`src/rtl/rtc_bus_write_responder.sv`:
```
// Write-only responder for the external RTC bus: turns each level-held request into
// a multiplexed address/data write cycle and acknowledges it with a one-cycle fin pulse.
module rtc_bus_write_responder #(
  parameter int T_SU  = 2,
  parameter int T_PW  = 4,
  parameter int T_H   = 2,
  parameter int T_GAP = 3
) (
  input  logic       CLK,
  input  logic       reset,
  input  logic       escritura,
  input  logic [7:0] ADD2,
  input  logic [7:0] Dato_in,
  output logic       fin,
  output logic       busy,
  output logic       CS_n,
  output logic       WR_n,
  output logic       RD_n,
  output logic       AD_sel,
  output logic [7:0] AD_out,
  output logic       AD_oe
);

  // Handshake: escritura is a level "valid"; the block is "ready" only in IDLE.
  // A request is taken at the first edge where escritura=1 in IDLE, inputs are
  // latched there and ignored until fin has pulsed and the GAP recovery has elapsed.

  typedef enum logic [3:0] {
    IDLE, A_SU, A_WR, A_H, D_SU, D_WR, D_H, DONE, GAP
  } state_t;

  localparam logic [7:0] SU_LD  = 8'(T_SU - 1);
  localparam logic [7:0] PW_LD  = 8'(T_PW - 1);
  localparam logic [7:0] H_LD   = 8'(T_H - 1);
  localparam logic [7:0] GAP_LD = 8'(T_GAP - 1);

  state_t     state, state_nx;
  logic [7:0] cnt, cnt_nx;
  logic [7:0] addr_q, data_q, addr_nx, data_nx;
  logic       accept;
  logic       addr_phase, data_phase;
  logic       fin_nx, busy_nx, cs_n_nx, wr_n_nx, oe_nx, sel_nx;
  logic [7:0] out_nx;

  // Counter is loaded with (duration-1) on entry and the phase ends when it hits 0.
  always_comb begin
    state_nx = state;
    cnt_nx   = (cnt == 8'd0) ? 8'd0 : cnt - 8'd1;
    accept   = 1'b0;
    case (state)
      IDLE: begin
        cnt_nx = 8'd0;
        if (escritura) begin
          accept   = 1'b1;
          state_nx = A_SU;
          cnt_nx   = SU_LD;
        end
      end
      A_SU: if (cnt == 8'd0) begin state_nx = A_WR; cnt_nx = PW_LD; end
      A_WR: if (cnt == 8'd0) begin state_nx = A_H;  cnt_nx = H_LD;  end
      A_H:  if (cnt == 8'd0) begin state_nx = D_SU; cnt_nx = SU_LD; end
      D_SU: if (cnt == 8'd0) begin state_nx = D_WR; cnt_nx = PW_LD; end
      D_WR: if (cnt == 8'd0) begin state_nx = D_H;  cnt_nx = H_LD;  end
      D_H:  if (cnt == 8'd0) begin state_nx = DONE; cnt_nx = 8'd0;  end
      DONE: begin
        state_nx = GAP;
        cnt_nx   = GAP_LD;
      end
      GAP:  if (cnt == 8'd0) state_nx = IDLE;
      default: begin
        state_nx = IDLE;
        cnt_nx   = 8'd0;
      end
    endcase
  end

  // Outputs are decoded from the next state so they change on the same edge as the state.
  always_comb begin
    addr_nx    = accept ? ADD2 : addr_q;
    data_nx    = accept ? Dato_in : data_q;
    addr_phase = (state_nx == A_SU) || (state_nx == A_WR) || (state_nx == A_H);
    data_phase = (state_nx == D_SU) || (state_nx == D_WR) || (state_nx == D_H);
    fin_nx     = (state_nx == DONE);
    busy_nx    = (state_nx != IDLE);
    cs_n_nx    = !(addr_phase || data_phase);
    wr_n_nx    = !((state_nx == A_WR) || (state_nx == D_WR));
    oe_nx      = addr_phase || data_phase;
    sel_nx     = AD_sel;
    out_nx     = AD_out;
    if (addr_phase) begin
      sel_nx = 1'b0;
      out_nx = addr_nx;
    end else if (data_phase) begin
      sel_nx = 1'b1;
      out_nx = data_nx;
    end
  end

  always_ff @(posedge CLK or negedge reset) begin
    if (!reset) begin
      state  <= IDLE;
      cnt    <= 8'd0;
      addr_q <= 8'd0;
      data_q <= 8'd0;
      fin    <= 1'b0;
      busy   <= 1'b0;
      CS_n   <= 1'b1;
      WR_n   <= 1'b1;
      RD_n   <= 1'b1;
      AD_sel <= 1'b0;
      AD_out <= 8'd0;
      AD_oe  <= 1'b0;
    end else begin
      state  <= state_nx;
      cnt    <= cnt_nx;
      addr_q <= addr_nx;
      data_q <= data_nx;
      fin    <= fin_nx;
      busy   <= busy_nx;
      CS_n   <= cs_n_nx;
      WR_n   <= wr_n_nx;
      RD_n   <= 1'b1;
      AD_sel <= sel_nx;
      AD_out <= out_nx;
      AD_oe  <= oe_nx;
    end
  end

endmodule

```
`config.mk`:
```
export PLATFORM = sky130hd
export DESIGN_NAME = rtc_bus_write_responder
export DESIGN_NICKNAME = d
export VERILOG_FILES = /design/src/rtl/rtc_bus_write_responder.sv
export SDC_FILE = /design/constraint.sdc
export NUM_CORES = 1
export LEC_CHECK = 0
export BUFFER_PORTS_ARGS = -buffer_cell sky130_fd_sc_hd__buf_2
export CORE_MARGIN = 3
export CORE_UTILIZATION = 50
export DETAILED_ROUTE_END_ITERATION = 8
export MAX_ROUTING_LAYER = met4
export PLACE_DENSITY = 0.75
export RECOVER_POWER = 50
export SYNTH_ARGS = -nofsm -noshare
export SYNTH_HDL_FRONTEND = slang
export SYNTH_SLANG_ARGS = --single-unit
```
`constraint.sdc`:
```
create_clock -name CLK -period 1.8 [get_ports CLK]
set_input_delay 0.09 -clock CLK [delete_from_list [all_inputs] [get_ports CLK]]
set_output_delay 0.09 -clock CLK [all_outputs]
set_load 0.01 [all_outputs]
```
==> run_results.csv, run 1 <==
group,metric,value,unit
critical_path,cp_cell_sequence,"inv_2 > ha_4 > nor3b_4 > nand2_4 > a221o_1 > o31ai_2",
die,ios,34,
critical_path,crit_fanout,8,
die,die_h,70.2,um
cts,htree_levels,2,
min_path,hp-class,"input pin to flop",
place,placed_cells,274,
routing,firstDrtPassIters,4,
yosys,ys_top_cells_by_area,"dfrtp_1 (49%), mux2i_1 (7.8%), o221ai_1 (3.8%)",
die,die_w,70.2,um
finish,fillCellCount,299,
cts,clk_latency,290,ps
cts,root_buffer,"clkbuf_8",
yosys,synth_warnings,0,
cts,numCtsBuffers,5,
cts,cts_buffer_depth,2,
timing,rsz0062_at_grt,"yes",
grt,grt_pass1_vias,1559,
min_path,min_path_cells,3,
die,num_rows,22,
routing,dr_total_vias,1582,
timing,setup_viol_count_final,0,
finish,layout-area-overhead-vs-synth,20.8,%
critical_path,max_stage_delay,390,ps
min_path,hold_end,"addr_q[7]",
critical_path,worstSetupPathType,"flop to flop",
place,port_buffers,32,
place,placed_cell_area,0.00234,mm^2
yosys,synth_top_area_share,48.6,%
critical_path,cp_top_family,"compound AO/OA/AOI/OAI gates",
finish,final_cell_mix,"dfrtp_1 (40), buf_2 (26), mux2i_1 (16), inv_1 (16)",
power_and_ir_drop,vdd_ir_drop_max,0.967,mV
die,dieArea,0.00493,mm^2
place,globalplace.congestion,0.844,
critical_path,r2r-start,"cnt[0]",
die,coreArea,0.00383,mm^2
yosys,synth_edf_count,0,
grt,grtUsageTotal,19.2,%
yosys,avgSynthCellArea,10.7,um^2
yosys,synthCells,192,
critical_path,rrSetupSlack,70,ps
yosys,syn_area,0.00206,mm^2
power_and_ir_drop,p_total,0.00437,W
routing,remaining_drc_errors,0,
finish,drive_above_1_share,29.3,%
power_and_ir_drop,total_leakage_power,1.25,nW
yosys,ys_seq_elements,42,
critical_path,critical-path-slowest-cell,"dfrtp_1",
finish,num_antenna_cells,0,
timing,hold_slack,22.1,ps
critical_path,end_kind,"flop",
yosys,seq_area_frac_synth,51.1,%
routing,vias_per_cell,5.51,
timing,slew_headroom,33.0,%
routing,drtAntennaViolNets,0,
timing,final_max_slew_viol_count,0,
cts,cts_tree,"done",
grt,grt_max_degree,43,
timing,hold_viol,0,
critical_path,cp_num_buf_inv,1,
critical_path,reg2reg_depth,6,
timing,fmax,577,MHz
timing,clock_skew,10.0,ps
yosys,synth_largest_area_cell,"dfrtp_1",
timing,fin_crit_sh,96.3,%
finish,layoutNonFillerInstCount,287,
timing,max_slew.worst_pin.slew,1010,ps
critical_path,critPathLaunchType,"flop",
critical_path,r2r_end,"cnt[0]",
grt,grt_pass1_wl,7420,um
cts,clock_sinks,42,
yosys,ys_async_sr_fraction,100,%
yosys,ys.flop_type,"dfrtp_1",
finish,final_nets,259,
routing,first_iter_violations,166,
place,hpwl,3100,um
yosys,synth_cell_types,52,
job,drv_cap,0,
die,start_util,53.9,%
finish,final_common_cell,"dfrtp_1",
cts,clkTransAtPathRegs,80,ps
yosys,synth_nets,213,
grt,overflow,0,
finish,final_util,65.1,%
status,outcome,"finished, final reports clean",
routing,routed_wl,4320,um
critical_path,cp.arrival,1920,ps
min_path,min_from,"ADD2[7]",
timing,min_period,1730,ps
routing,wl_per_cell,15.1,um
power_and_ir_drop,power.density,1760,mW/mm^2
critical_path,crit_required,1990,ps
grt,antenna_found_initial,0,
finish,stdcell_area,0.00249,mm^2
==> repair_timing <==
action	4_1_cts	5_1_grt
setup endpoints to repair	3	15
resized for setup	1	6
buffers inserted	1	2
hold buffers	1	0
gates cloned	1	0
endpoints found under the hold margin	40	0
pin swaps	1	5
==> cells in the mapped netlist (all sizes together) (4+ instances only) <==
| master | instances |
|---|---|
| inv | 19 |
| a21oi | 7 |
| nor2 | 10 |
| o21ai | 17 |
| o221ai | 9 |
| dfrtp | 40 |
| a31oi | 4 |
| nand2 | 7 |
| mux2i | 16 |
| buf | 7 |
| nor4 | 5 |
| nor3 | 6 |
| clkbuf | 4 |
==> routing by layer <==
| metal | global-route usage (%) | routed length [um] |
|---|---|---|
| met1 | 27.8 | 2110 |
| met4 | 2.13 | 26 |
| met5 | - | 0 |
| met2 | 27.8 | 1960 |
| met3 | 5.47 | 225 |
==> registers in the layout, summed over array words and instances (netlist names) <==
signal and cells:
AD_out 8, CS_n 1, state 4, busy 1, cnt 8, fin 1, data_q 8, AD_oe 1
addr_q 8, AD_sel 1, WR_n 1
==> layout make-up <==
type,count,area [um^2],share of cell area (%)
sequential,42,1050,42.3
multi-input combinational,121,917,36.8
timing repair buffer,49,293,11.8
clock buffer,6,82.6,3.32
inverter,19,71.3,2.86
tap,48,60.1,2.41
clock inverter,2,12.5,0.503
==> tightest hold or removal path, stage by stage <==
cell     delay [ps]
buf_2            70
mux2i_1          70
inv_1            50
==> logic make-up (layout without fill, tap and decap cells) <==
kind of cell    Yosys count  in the layout  share of synthesized area [%]
buf+inv                  30             76                           6.01
xor+xnor                  5              5                           2.13
simple gates             47             48                           15.4
other cells               1              1                          0.182
mux                      16             16                           7.77
compound gates           49             49                           16.2
flops                    42             42                           51.1
fa+ha+maj                 2              2                           1.21
==> report_power, final <==
part | leakage, nW | internal (W) | total, W | switching, W
Clock | 0.0472 | 0.000308 | 0.000623 | 0.000315
Sequential | 0.509 | 0.00139 | 0.00167 | 0.000283
Combinational | 0.697 | 0.000929 | 0.00208 | 0.00115
Total | 1.25 | 0.00262 | 0.00437 | 0.00175
==> per-stage QoR <==
stage | setup TNS, ps | setup slack [ps]
detailed placement | -4.91 | -4.91
global route | -23.1 | -23.1
finish | 0 | 66.8
CTS | 0 | 6.68
floorplan | 0 | 95.9
global placement | 0 | 10.2
==> how the worst max path moves through the flow <==
| stage | start | to | slack [ps] | cells after the start |
|---|---|---|---|---|
| final | cnt[0] | cnt[0] | 70 | 6 |
| after global routing | cnt[0] | cnt[0] | -20 | 6 |
| after CTS | cnt[0] | cnt[1] | 7 | 6 |
| after detailed placement | cnt[0] | cnt[1] | -5 | 6 |
| after global placement | cnt[0] | cnt[1] | 10 | 6 |
| after floorplan | cnt[0] | cnt[0] | 100 | 6 |
(Power assumes the default switching activity.)
==> inputs of run 2 (changes only) <==
CORE_MARGIN = not set   (was 3)
CORE_UTILIZATION = 55   (was 50)
PLACE_DENSITY = 0.78   (was 0.75)
clock period = 2.11 ns   (was 1.8 ns; I/O delays follow)
==> run 2 against run 1 <==
Die area is 19% lower. Sequential power is 16% lower. First-iteration DRC count decreased by 57%. Core utilization increased by 3.6 points. Combinational power down 22%.
==> run_results.csv, run 2 (same netlist as run 1, synthesis figures left out) <==
group,metric,value,unit
cts,clkTransAtPathRegs,80,ps
grt,antenna_found_initial,0,
critical_path,max_stage_delay,520,ps
status,outcome,"finished, final reports clean",
routing,vias_per_cell,5.80,
critical_path,cp_top_family,"simple AND/OR/NAND/NOR gates",
die,ios,34,
critical_path,critPathLaunchType,"flop",
timing,fin_tns_setup,0,ps
grt,overflow,0,
routing,dr_total_vias,1594,
die,coreArea,0.00347,mm^2
finish,num_antenna_cells,0,
timing,final_max_slew_viol_count,0,
critical_path,crit_fanout,9,
critical_path,reg2reg_depth,6,
critical_path,crit_cells,6,
grt,grt_max_degree,43,
timing,min_period,1940,ps
timing,max_slew.worst_pin.slew,984,ps
die,die_h,63.2,um
timing,fin_crit_sh,91.9,%
timing,setup_viol_count_final,0,
critical_path,r2r_end,"AD_out[0]",
cts,htree_levels,2,
power_and_ir_drop,clockPowerShare,17.2,%
cts,clk_latency,290,ps
critical_path,startpoint,"cnt[0]",
cts,numCtsBuffers,5,
power_and_ir_drop,vdd_ir_drop_max,0.753,mV
routing,wl_met2,2220,um
critical_path,cp.arrival,2130,ps
die,dieArea,0.00400,mm^2
cts,clock_sinks,42,
grt,grtUsageTotal,24.4,%
critical_path,cp_cell_sequence,"inv_1 > ha_1 > or3b_2 > nor3_4 > o21ai_0 > o221ai_1",
cts,cts_buffer_depth,2,
routing,wl_per_cell,15.5,um
min_path,hp-class,"input pin to flop",
power_and_ir_drop,p_int,0.00220,W
cts,cts_tree,"done",
timing,rsz0062_at_grt,"no",
power_and_ir_drop,switching_share,40.0,%
die,num_rows,21,
power_and_ir_drop,power.density,1540,mW/mm^2
place,placed_cells,266,
job,drv_cap,0,
timing,clock_skew,7.61,ps
routing,remaining_drc_errors,0,
critical_path,critical-path-slowest-cell,"or3b_2",
place,globalplace.congestion,0.853,
die,start_util,59.4,%
finish,final_common_cell,"dfrtp_1",
power_and_ir_drop,comb_power_share,44.2,%
power_and_ir_drop,seq_power_share,38.5,%
grt,grt_pass1_wl,7350,um
critical_path,end_kind,"flop",
cts,ctsResizeCount,0,
finish,layout-area-overhead-vs-synth,15.7,%
routing,drtAntennaViolNets,0,
routing,highest_layer,"met4",
finish,drive_above_1_share,21.4,%
timing,hold_viol,0,
finish,layoutNonFillerInstCount,275,
critical_path,crit_path_end,"AD_out[0]",
routing,first_iter_violations,71,
routing,met3WireLength,177,um
timing,slew_headroom,34.4,%
critical_path,worstSetupPathType,"flop to flop",
grt,grt_pass1_vias,1574,
critical_path,r2r-start,"cnt[0]",
cts,root_buffer,"clkbuf_8",
routing,firstDrtPassIters,4,
routing,routed_wl,4280,um
timing,fmax,516,MHz
critical_path,crit_required,2300,ps
die,die_w,63.2,um
power_and_ir_drop,total_leakage_power,1.19,nW
routing,wl_met1,1800,um
finish,final_nets,249,
critical_path,rrSetupSlack,170,ps
place,port_buffers,32,
critical_path,cp_num_buf_inv,1,
finish,final_cell_mix,"dfrtp_1 (40), inv_1 (18), buf_2 (17), mux2i_1 (16), o21ai_0 (15)",
place,hpwl,3060,um
power_and_ir_drop,p_switching,0.00146,W
[run 2: cell types whose count changed in the layout (fill, tap and decap cells not counted), sizes merged]
| cell | delta |
|---|---|
| buf | -17 |
| clkbuf | +7 |
| bufinv | +1 |
| clkinvlp | -1 |
| inv | +1 |
| nor3 | -1 |
[run 2: layer usage]
metal | track usage, % | vias up
met5 | - | -
met4 | 9.94 | 0
met3 | 4.35 | 11
met2 | 40.6 | 45
met1 | 29.3 | 779
li1 | - | 759
[run 2: power groups by stage]
stage	combinational, W	sequential, W	clock, W
final	0.00162	0.00141	0.000631
after global routing	0.00181	0.00146	0.000678
after CTS	0.00165	0.00141	0.000651
after detailed placement	0.00164	0.00142	0
after global placement	0.00156	0.00140	0
after floorplan	0.00115	0.00142	0
[run 2: final cells by class]
type                            count  area [um^2]
Clock buffer                        5         68.8
Clock inverter                      3         43.8
Sequential cell                    42         1050
Fill cell                         285         1080
Multi-Input combinational cell    120          883
Timing Repair Buffer               40          205
Tap cell                           46         57.6
Inverter                           19         71.3
[run 2: how the worst min path moves through the flow]
stage                     startpoint   endpoint  slack, ps  cells after the start
final                        ADD2[4]  addr_q[4]         40                      3
after global routing      Dato_in[5]  data_q[5]         60                      3
after CTS                 Dato_in[2]  data_q[2]         40                      3
after detailed placement       reset   state[3]        280                      1
after global placement         reset   state[2]        270                      1
after floorplan                reset      AD_oe       -190                      0
[run 2: worst min-delay path, delay by kind of cell]
kind | cells | cell delay [ps]
buffers and inverters | 2 | 120
multiplexers | 1 | 70
[run 2: per-stage QoR]
step / hold WS, ps / setup WS (ps) / util, % / total power, W / instance area (um^2)
after floorplan: -190 / 406 / - / 0.00256 / 2060
after global placement: 268 / 300 / 65.7 / 0.00296 / 2280
after detailed placement: 279 / 210 / 65.7 / 0.00306 / 2280
after CTS: 41.4 / 138 / 69.2 / 0.00371 / 2400
after global routing: 56.4 / 17.5 / 68.7 / 0.00395 / 2380
final: 41.9 / 171 / 68.7 / 0.00366 / 2380
[run 2: repair_timing]
| item | in CTS | in global routing |
|---|---|---|
| endpoints found under the hold margin | 40 | 0 |
| setup buffers | 0 | 0 |
| hold buffers | 1 | 0 |
